[src/rtl/multicycle_control_fsm.sv]
`default_nettype none
// ============================================================================
// Module      : multicycle_control_fsm
// Description : Multicycle MIPS control sequencer (LW/SW/BEQ/J/R/ADDI/SLTI)
// Revision    : 1.0 - initial release
// ============================================================================
module multicycle_control_fsm #(
    parameter int NBITS_OP  = 6,
    parameter int NBITS_ST  = 4,
    parameter int NBITS_CNT = 32
) (
    input  logic                 i_clk,
    input  logic                 i_reset,
    input  logic                 i_Enable,
    input  logic [NBITS_OP-1:0]  i_Opcode,
    input  logic                 i_MemReady,
    output logic                 o_PCWrite,
    output logic                 o_PCWriteCond,
    output logic [1:0]           o_PCSource,
    output logic                 o_IorD,
    output logic                 o_IRWrite,
    output logic                 o_MemRead,
    output logic                 o_MemWrite,
    output logic                 o_MemToReg,
    output logic                 o_RegDst,
    output logic                 o_RegWrite,
    output logic                 o_ALUSrcA,
    output logic [1:0]           o_ALUSrcB,
    output logic [1:0]           o_ALUOp,
    output logic [NBITS_ST-1:0]  o_State,
    output logic                 o_InstrDone,
    output logic                 o_Halt,
    output logic [NBITS_CNT-1:0] o_InstrCount
);

    localparam logic [NBITS_OP-1:0]  c_OP_RTYPE = 6'b000000;
    localparam logic [NBITS_OP-1:0]  c_OP_LW    = 6'b100011;
    localparam logic [NBITS_OP-1:0]  c_OP_SW    = 6'b101011;
    localparam logic [NBITS_OP-1:0]  c_OP_BEQ   = 6'b000100;
    localparam logic [NBITS_OP-1:0]  c_OP_J     = 6'b000010;
    localparam logic [NBITS_OP-1:0]  c_OP_ADDI  = 6'b001000;
    localparam logic [NBITS_OP-1:0]  c_OP_SLTI  = 6'b001010;
    localparam logic [NBITS_CNT-1:0] c_CNT_ONE  = {{(NBITS_CNT-1){1'b0}}, 1'b1};

    typedef enum logic [3:0] {
        S_IDLE   = 4'd0,
        S_FETCH  = 4'd1,
        S_DECODE = 4'd2,
        S_MEMADR = 4'd3,
        S_MEMRD  = 4'd4,
        S_MEMWB  = 4'd5,
        S_MEMWR  = 4'd6,
        S_EXEC   = 4'd7,
        S_ALUWB  = 4'd8,
        S_BRANCH = 4'd9,
        S_JUMP   = 4'd10,
        S_IMMEX  = 4'd11,
        S_IMMWB  = 4'd12,
        S_HALT   = 4'd13
    } state_t;

    state_t              r_state;
    state_t              w_state_next;
    logic                w_done;
    logic [NBITS_CNT-1:0] r_count;

    always_ff @(posedge i_clk) begin
        if (i_reset) begin
            r_state <= S_IDLE;
            r_count <= '0;
        end else begin
            r_state <= w_state_next;
            if (w_done)
                r_count <= r_count + c_CNT_ONE;
        end
    end

    always_comb begin
        w_state_next  = r_state;
        w_done        = 1'b0;
        o_PCWrite     = 1'b0;
        o_PCWriteCond = 1'b0;
        o_PCSource    = 2'b00;
        o_IorD        = 1'b0;
        o_IRWrite     = 1'b0;
        o_MemRead     = 1'b0;
        o_MemWrite    = 1'b0;
        o_MemToReg    = 1'b0;
        o_RegDst      = 1'b0;
        o_RegWrite    = 1'b0;
        o_ALUSrcA     = 1'b0;
        o_ALUSrcB     = 2'b00;
        o_ALUOp       = 2'b00;
        o_Halt        = 1'b0;
        case (r_state)
            S_IDLE: begin
                if (i_Enable)
                    w_state_next = S_FETCH;
            end
            S_FETCH: begin
                o_MemRead = 1'b1;
                o_ALUSrcB = 2'b01;
                if (i_MemReady) begin
                    o_IRWrite    = 1'b1;
                    o_PCWrite    = 1'b1;
                    w_state_next = S_DECODE;
                end
            end
            S_DECODE: begin
                o_ALUSrcB = 2'b11;
                case (i_Opcode)
                    c_OP_LW, c_OP_SW:     w_state_next = S_MEMADR;
                    c_OP_RTYPE:           w_state_next = S_EXEC;
                    c_OP_BEQ:             w_state_next = S_BRANCH;
                    c_OP_J:               w_state_next = S_JUMP;
                    c_OP_ADDI, c_OP_SLTI: w_state_next = S_IMMEX;
                    default:              w_state_next = S_HALT;
                endcase
            end
            S_MEMADR: begin
                o_ALUSrcA    = 1'b1;
                o_ALUSrcB    = 2'b10;
                w_state_next = (i_Opcode == c_OP_LW) ? S_MEMRD : S_MEMWR;
            end
            S_MEMRD: begin
                o_MemRead = 1'b1;
                o_IorD    = 1'b1;
                if (i_MemReady)
                    w_state_next = S_MEMWB;
            end
            S_MEMWB: begin
                o_RegWrite = 1'b1;
                o_MemToReg = 1'b1;
                w_done     = 1'b1;
            end
            S_MEMWR: begin
                o_MemWrite = 1'b1;
                o_IorD     = 1'b1;
                w_done     = i_MemReady;
            end
            S_EXEC: begin
                o_ALUSrcA    = 1'b1;
                o_ALUOp      = 2'b10;
                w_state_next = S_ALUWB;
            end
            S_ALUWB: begin
                o_RegWrite = 1'b1;
                o_RegDst   = 1'b1;
                w_done     = 1'b1;
            end
            S_BRANCH: begin
                o_ALUSrcA     = 1'b1;
                o_ALUOp       = 2'b01;
                o_PCWriteCond = 1'b1;
                o_PCSource    = 2'b01;
                w_done        = 1'b1;
            end
            S_JUMP: begin
                o_PCWrite  = 1'b1;
                o_PCSource = 2'b10;
                w_done     = 1'b1;
            end
            S_IMMEX: begin
                o_ALUSrcA    = 1'b1;
                o_ALUSrcB    = 2'b10;
                o_ALUOp      = (i_Opcode == c_OP_SLTI) ? 2'b11 : 2'b00;
                w_state_next = S_IMMWB;
            end
            S_IMMWB: begin
                o_RegWrite = 1'b1;
                w_done     = 1'b1;
            end
            S_HALT: begin
                o_Halt = 1'b1;
            end
            default: begin
                w_state_next = S_IDLE;
            end
        endcase
        // Every retiring state shares the same Enable-driven continuation
        if (w_done)
            w_state_next = i_Enable ? S_FETCH : S_IDLE;
    end

    assign o_InstrDone  = w_done;
    assign o_State      = NBITS_ST'(r_state);
    assign o_InstrCount = r_count;

endmodule
`default_nettype wire

[config.mk]
export PLATFORM = sky130hd
export DESIGN_NAME = multicycle_control_fsm
export DESIGN_NICKNAME = d
export VERILOG_FILES = /design/src/rtl/multicycle_control_fsm.sv
export SDC_FILE = /design/constraint.sdc
export NUM_CORES = 1
export LEC_CHECK = 0
export BUFFER_PORTS_ARGS = -buffer_cell sky130_fd_sc_hd__buf_2
export CORE_MARGIN = 10
export CORE_UTILIZATION = 35
export CTS_BUF_LIST = sky130_fd_sc_hd__clkbuf_16
export DETAILED_ROUTE_END_ITERATION = 10
export GPL_ROUTABILITY_DRIVEN = 1
export HOLD_SLACK_MARGIN = 0.06
export PLACE_DENSITY = 0.69
export SYNTH_ARGS = -nofsm -noshare
export SYNTH_HDL_FRONTEND = slang
export SYNTH_SLANG_ARGS = --single-unit
[constraint.sdc]
create_clock -name i_clk -period 2.3 [get_ports i_clk]
set_clock_uncertainty 0.1 [all_clocks]
set_input_delay 0.345 -clock i_clk [delete_from_list [all_inputs] [get_ports i_clk]]
set_output_delay 0.345 -clock i_clk [all_outputs]
set_load 0.05 [all_outputs]
======== Word level (Yosys, flattened, before mapping) ========
Cells that the tools add are included.
storage, ports and cells
  input port bits ......................... 10
  output and inout bits ................... 54
  register bits ........................... 36
  logic and storage cells ................. 63
operators by class
  reduce and logical (&&, ||, !) cells .... 12
  add/subtract/negate cells ............... 1
  multiplexer cells ....................... 25
  equality and inequality tests ........... 23
operator list
  operator                                              count
  adder 32 x 1 -> 32 bit (second input constant)        1
  case mux 4 bit (8 select lines)                       1
  equality test 4 bit (second input constant)           6
  case mux 4 bit (5 select lines)                       1
  equality test 4 x 3 -> 1 bit (second input constant)  4
  2-to-1 mux 4 bit                                      4
  equality test 6 x 4 -> 1 bit (second input constant)  2
  equality test 6 bit (second input constant)           2
  2-to-1 mux 1 bit                                      12
  case mux 2 bit (3 select lines)                       2
  OR reduction 2 bit                                    5
  inequality test 3 bit (second input constant)         3
  equality test 4 x 2 -> 1 bit (second input constant)  2
  OR reduction 7 bit                                    1
  equality test 6 x 2 -> 1 bit (second input constant)  1
  equality test 6 x 3 -> 1 bit (second input constant)  1
  logical NOT 6 bit                                     1
  OR reduction 5 bit                                    1
  equality test 4 x 1 -> 1 bit (second input constant)  1
  logical NOT 4 bit                                     1
  2-to-1 mux 2 bit                                      2
  case mux 1 bit (2 select lines)                       2
  case mux 2 bit (2 select lines)                       1
  AND reduction 4 bit                                   1
  3 further kinds                                       3

======== Depth between registers and ports, before layout ========
Gate-level depths: netlist (run 1).
  word-level depth ........................ 5
  depth in mapped cells ................... 7
  depth with buffers taken out ............ 6

======== Worst setup path before layout (run 1) ========
No wires, ideal clock.
  kind .................................... reg2out
  start point ............................. register r_state[3] (netlist: o_State[3])
  end point ............................... output o_PCWrite
  setup slack ............................. -0.961 ns
  path buffers ............................ 2
  cell stages (with the launch flop) ...... 6
  data arrival time ....................... 2.816 ns
  cell sequence ........................... dfxtp_1 clkbuf_1 clkbuf_1 nand2_1 nor3_1 or2_2
on the way
  cells in the longest elaborated chain, start to end .. 2
  elaborated cells on any way between the ends .. 3
  those cells by class .................... eq/ne: 2; mux: 1
RTL lines
  what                                                                 line  text
  from (decl)                                                          62    state_t r_state;
  from (signal assigned)                                               72    r_state <= w_state_next;
  equality test 4 bit or equality test 4 x 1 -> 1 bit (tied branches)  95    case (r_state)
  case mux 1 bit (2 select lines) (*)                                  95
  to (decl)                                                            17    output logic o_PCWrite,
Mark *: on every way between the ends. The rest lies on a longest branch, timed or not.

======== Worst setup path in the final report (run 1) ========
  start point ............................. register r_state[0] (netlist: o_State[0])
  end point ............................... output o_PCWrite
The elaborated chain is that of the path after synthesis.

==> results of run 1 <==
## layer usage
| metal | global-route usage [%] | up-vias |
|---|---|---|
| met3 | 3.701 | 9 |
| li1 | - | 1124 |
| met1 | 15.06 | 1048 |
| met2 | 19.89 | 43 |
| met4 | 4.851 | 0 |
| met5 | 0 | - |
## registers in the layout, summed over array words and instances, names as in the netlist
signal,cells
o_State,4
o_InstrCount,32
## power breakdown
group	internal, mW	leakage (nW)	switching, mW	total, mW
registers	0.655	0.290	0.0459	0.701
logic	0.292	0.793	0.779	1.07
clock network	0.389	0.0738	0.230	0.618
## worst min-delay path, delay by kind of cell
family / cells / cell delay, ns
compound gates: 2 / 0.19
buf+inv: 1 / 0.10
## synth_stat cells, types with 5 or more instances
| cell type | number | area [µm²] |
|---|---|---|
| dfxtp_1 | 36 | 720.7 |
| nor3_1 | 11 | 55.05 |
| xnor2_1 | 10 | 87.58 |
| nand2_1 | 18 | 67.56 |
| nand2b_1 | 5 | 31.28 |
| o21ai_0 | 16 | 80.08 |
| o2111ai_1 | 10 | 87.58 |
| xor2_1 | 15 | 131.4 |
| a211oi_1 | 5 | 37.54 |
| a21oi_1 | 13 | 65.06 |
| and3_1 | 6 | 37.54 |
| nand4_1 | 9 | 56.30 |
| or3_1 | 7 | 43.79 |
| clkbuf_1 | 9 | 33.78 |
| nor2_1 | 43 | 161.4 |
## repair_timing
action / 4_1_cts / 5_1_grt
gates resized for setup: 0 / 2
hold endpoints to repair: 0 / 0
endpoints found under the setup margin: 0 / 1
hold buffers: 0 / 0
## metrics by stage
stage               hold slack, ns  instances  total power [mW]  TNS (ns)  cell area (µm²)
floorplan                   0.4298        270             1.557    -1.740             2230
global placement            0.3756        403             1.763         0             2640
detailed placement          0.3997        403             1.772         0             2640
CTS                         0.2930        411             2.394         0             2776
global route                0.3118        411             2.512         0             2784
finish                      0.2931        411             2.390         0             2784
## how the worst min path moves through the flow
stage | start | endpoint | slack [ns]
floorplan | i_Opcode[4] | o_State[2]$_SDFFE_PP0P_ | 0.43
global placement | o_InstrCount[31]$_SDFFE_PP0N_ | o_InstrCount[31]$_SDFFE_PP0N_ | 0.38
detailed placement | o_InstrCount[31]$_SDFFE_PP0N_ | o_InstrCount[31]$_SDFFE_PP0N_ | 0.40
CTS | i_Opcode[4] | o_State[2]$_SDFFE_PP0P_ | 0.29
global route | i_Opcode[4] | o_State[2]$_SDFFE_PP0P_ | 0.31
finish | i_Opcode[4] | o_State[2]$_SDFFE_PP0P_ | 0.29
## kinds of logic (layout without fill, tap and decap cells)
family,after synthesis,after routing
compound gates,63,63
xor+xnor,25,25
fa+ha+maj,1,1
buf+inv,19,85
flops,36,36
mux,2,2
simple gates,124,124
## cell type report
cell class,count,share of cell area [%]
clock inverter,3,0.4045
inverter,5,0.6742
clock buffer,5,4.494
multi-input combinational,215,51.15
sequential,36,25.89
tap,75,3.371
timing repair buffer,72,14.02
==> results_dict.tcl, run 1 <==
set metrics [dict create \
    status "complete, no violations" \
    die_x_um 98.78 \
    crit_family "buffers and inverters" \
    vias 2224 \
    path_clk_slew_ns 0.05 \
    r2r-end "o_InstrCount[31]$_SDFFE_PP0N_" \
    critPathCapture "o_PCWrite" \
    drt-initial-drc-count 181 \
    clockRootBuffer "clkbuf_16" \
    path_cells "buf_6 > inv_1 > nor2_1 > and3_1 > or2_2 > buf_2" \
    final_cell_mix "buf_2 (63), nor2_1 (41), dfxtp_1 (36)" \
    dpl.hpwl_um 4710 \
    fmax_mhz 456.4 \
    first_pass_iters 4 \
    peakVddDrop_v 0.0005139 \
    num_antenna_cells 0 \
    grt_pass1_vias 2161 \
    synthMuxAreaShare_pct 0.9217 \
    ff2ff_path_depth 5 \
    initial_utilization_pct 36.47 \
    synth_xor_area_share_pct 10.08 \
    power.density_mw_per_mm2 858.6 \
    topRoutingLayerUsed "met4" \
    area_growth_pct 28.17 \
    ys_seq_area_share_pct 33.18 \
    final_hold_viol_count 0 \
    relSlewSlack_pct 68.62 \
    die_y_um 98.78 \
    final_antenna_net_count 0 \
    rsz0062_at_grt "false" \
    coreArea_mm2 0.005956 \
    syn_area_per_cell_um2 8.045 \
    grt_remaining_overflow 0 \
    hp-class "in -> reg" \
    max_stage_delay_ns 0.35 \
    synth_compound_area_share_pct 20.62 \
    critPathLaunch "o_State[0]$_SDFFE_PP0P_" \
    htree_levels 2 \
    dpl_worst_slack_ns 0.2640 \
    seq_area_um2 720.7 \
    multi_input_area_mm2 0.001424 \
    drive_above_1_share_pct 30.36 \
    nFillCells 595 \
    ys_warn_count 0 \
    fin_ws_ns 0.1091 \
    post_drt_wl_per_cell_um 14.98 \
    syn_area_mm2 0.002172 \
    portBuffers 63 \
    slowest_stage "dfxtp_1" \
    die_area_mm2 0.009757 \
    async_reset_ff_share_pct 0 \
    grt_use_total_pct 12.38 \
    required_ns 1.86 \
    min_period_ns 2.191 \
    synth_flop_cell "dfxtp_1" \
    routed_via_density 5.411 \
    met3_wirelength_um 363 \
    ios 64 \
    final_common_cell "buf_2" \
    num_rows 28 \
    synth_top_family_by_area "simple AND/OR/NAND/NOR gates" \
    hold_depth 3 \
    ctsLongestPathBuffers 2 \
    finalSetupViolCount 0 \
    postCtsSetupBuffers 0 \
    p_leak_nw 1.158 \
    crit_cells 6 \
    grt_max_degree 27 \
    crit_type "reg -> out" \
    synth_cell_type_count 55 \
    cp.arrival_ns 1.75 \
    grt_pass1_wl_um 10410 \
    met1_length_um 2660 \
    cts_tree "yes" \
    finalCritPeriodShare_pct 95.25 \
    regToRegStartpoint "o_InstrCount[13]$_SDFFE_PP0N_" \
    tightestPinTransition_ns 0.4676 \
    wl_met2_um 2982 \
    critPathMaxFanout 17 \
    synth_seq_cells 36 \
    worst_setup_path_end_kind "output port" \
    slew_violations 0 \
    routabilityCongestion 0.7950 \
    synth_cells 270 \
    clk_latency_ns 0.28 \
    drc 0 \
    cp-start-kind "flip-flop" \
    fin_nets 346 \
    timing.critical_path.buf_inv 3 \
    antenna_found_initial 0 \
    yosys.area_share.adder_pct 0.5760 \
    reg2reg_slack_ns 0.27 \
    synth_edf_count 0 \
    synthSimpleGateAreaFrac_pct 30.70 \
    post-route-util_pct 46.74 \
    max_cap_violations 0 \
    synth_nets 281 \
    wirelength_um 6155 \
    cts.sinks 36 \
    cts_buffers 5 \
]
(Power assumes the default switching activity.)
==> inputs of run 2 (changes only) <==
- CORE_UTILIZATION: 35 -> 52
- PLACE_DENSITY: 0.69 -> 0.91
==> run 2 against run 1 <==
Effect of this change:
- maximum frequency is 0.53% higher
- first-iteration DRC count is 4.4% higher
- critical endpoint is now o_InstrDone
- combinational power hardly changed
- sequential power is 0.9% higher
- utilization is 22 points higher
- clock-buffer cell count stayed put
- die area is 27% lower
- highest routed layer unchanged
- cell area is 0.85% lower
- worst setup slack better by 0.012 ns
- via count is 3.9% higher
- sequential share of layout area is 0.27 points higher
==> results_dict.tcl, run 2 (same netlist as run 1, synthesis figures left out) <==
set metrics [dict create \
    status "complete, no violations" \
    grt_remaining_overflow 0 \
    peakVddDrop_v 0.0005064 \
    num_rows 23 \
    die_area_mm2 0.007162 \
    stdcell_count 387 \
    cts.sinks 36 \
    p_leak_nw 1.159 \
    first_pass_iters 4 \
    coreArea_mm2 0.004029 \
    ctsHoldBuffers 0 \
    placedInstanceArea_mm2 0.002616 \
    grt_pass1_wl_um 10960 \
    largest_reg_flops 32 \
    antenna_found_initial 0 \
    rsz0062_at_grt "false" \
    power.density_mw_per_mm2 884.7 \
    hold_slack_ns 0.3010 \
    grt_pass1_vias 2310 \
    finalSetupViolCount 0 \
    finalCritPeriodShare_pct 94.75 \
    die_x_um 84.63 \
    grt_max_degree 21 \
    final_common_cell "buf_2" \
    clockRootBuffer "clkbuf_16" \
    crit_type "reg -> out" \
    path_clk_slew_ns 0.05 \
    worst_setup_path_end_kind "output port" \
    cts_tree "yes" \
    post-route-util_pct 68.51 \
    clk_latency_ns 0.28 \
    vias 2311 \
    final_hold_viol_count 0 \
    final_cell_mix "buf_2 (63), nor2_1 (41), dfxtp_1 (35)" \
    min_period_ns 2.179 \
    hp-class "in -> reg" \
    portBuffers 63 \
    finalPower_mw 2.442 \
    final_antenna_net_count 0 \
    initial_utilization_pct 53.91 \
    drc 0 \
    cts_buffers 5 \
    cp.arrival_ns 1.73 \
    critPathMaxFanout 12 \
    required_ns 1.86 \
    max_cap_violations 0 \
    post_drt_wl_per_cell_um 16.52 \
    routabilityCongestion 0.8633 \
    design_area_mm2 0.002760 \
    relSlewSlack_pct 65.65 \
    fmax_mhz 458.9 \
    dpl.hpwl_um 4648 \
    wirelength_um 6394 \
    placedCellCount 379 \
    drt-initial-drc-count 189 \
    slew_violations 0 \
    num_antenna_cells 0 \
    cp-start-kind "flip-flop" \
    drive_above_1_share_pct 31.45 \
    area_growth_pct 27.07 \
    grt_use_total_pct 18.01 \
    htree_levels 2 \
    ctsLongestPathBuffers 2 \
    ios 64 \
    fin_nets 347 \
    tightestPinTransition_ns 0.5118 \
    die_y_um 84.63 \
    routed_via_density 5.972 \
]
[run 2: repair_timing]
item	4_1_cts	5_1_grt
setup buffers	0	0
endpoints found under the setup margin	1	0
gates resized for setup	1	0
[run 2: through the flow]
step | TNS (ns) | setup slack, ns
global route | 0 | 0.02967
floorplan | -1.740 | -0.3470
CTS | 0 | 0.1227
finish | 0 | 0.1207
detailed placement | 0 | 0.2933
global placement | 0 | 0.3734
[run 2: worst paths after layout]
kind / cells after the start / slack [ns] / from / endpoint
setup / recovery: 5 / 0.12 / o_State[1]$_SDFFE_PP0P_ / o_InstrDone
setup reg to reg: 5 / 0.25 / o_InstrCount[3]$_SDFFE_PP0N_ / o_InstrCount[18]$_SDFFE_PP0N_
hold reg to reg: 2 / 0.39 / o_InstrCount[31]$_SDFFE_PP0N_ / o_InstrCount[31]$_SDFFE_PP0N_
hold / removal: 3 / 0.30 / i_Opcode[4] / o_State[2]$_SDFFE_PP0P_
[run 2: metal layers]
layer  wire length (µm)  track usage (%)  vias to the layer above  share of wire [%]
met1               2580            20.33                     1091                 40
met2               3095            29.65                       89                 48
li1                   -                -                     1117                  -
met3                557            5.507                       14                8.7
met4                161            9.581                        0                2.5
met5                  0                0                        -                  0
[run 2: final cells by class]
type                       count  area (µm²)
inverter                       5       18.77
tap                           50       62.56
timing repair buffer          73       390.4
multi-input combinational    215        1424
clock inverter                 3       17.52
fill                         346        1269
clock buffer                   5       125.1
sequential                    36       721.9
[run 2: worst max-delay path: stages (launching register included)]
cell and delay [ns]:
dfxtp_2 0.38, nand2b_1 0.22, a21oi_4 0.35, nor2_1 0.13, inv_2 0.10, buf_2 0.27
[run 2: where the power goes]
group / switching (mW) / internal, mW
clock network: 0.258 / 0.399
logic: 0.789 / 0.289
registers: 0.0518 / 0.656
total: 1.10 / 1.34
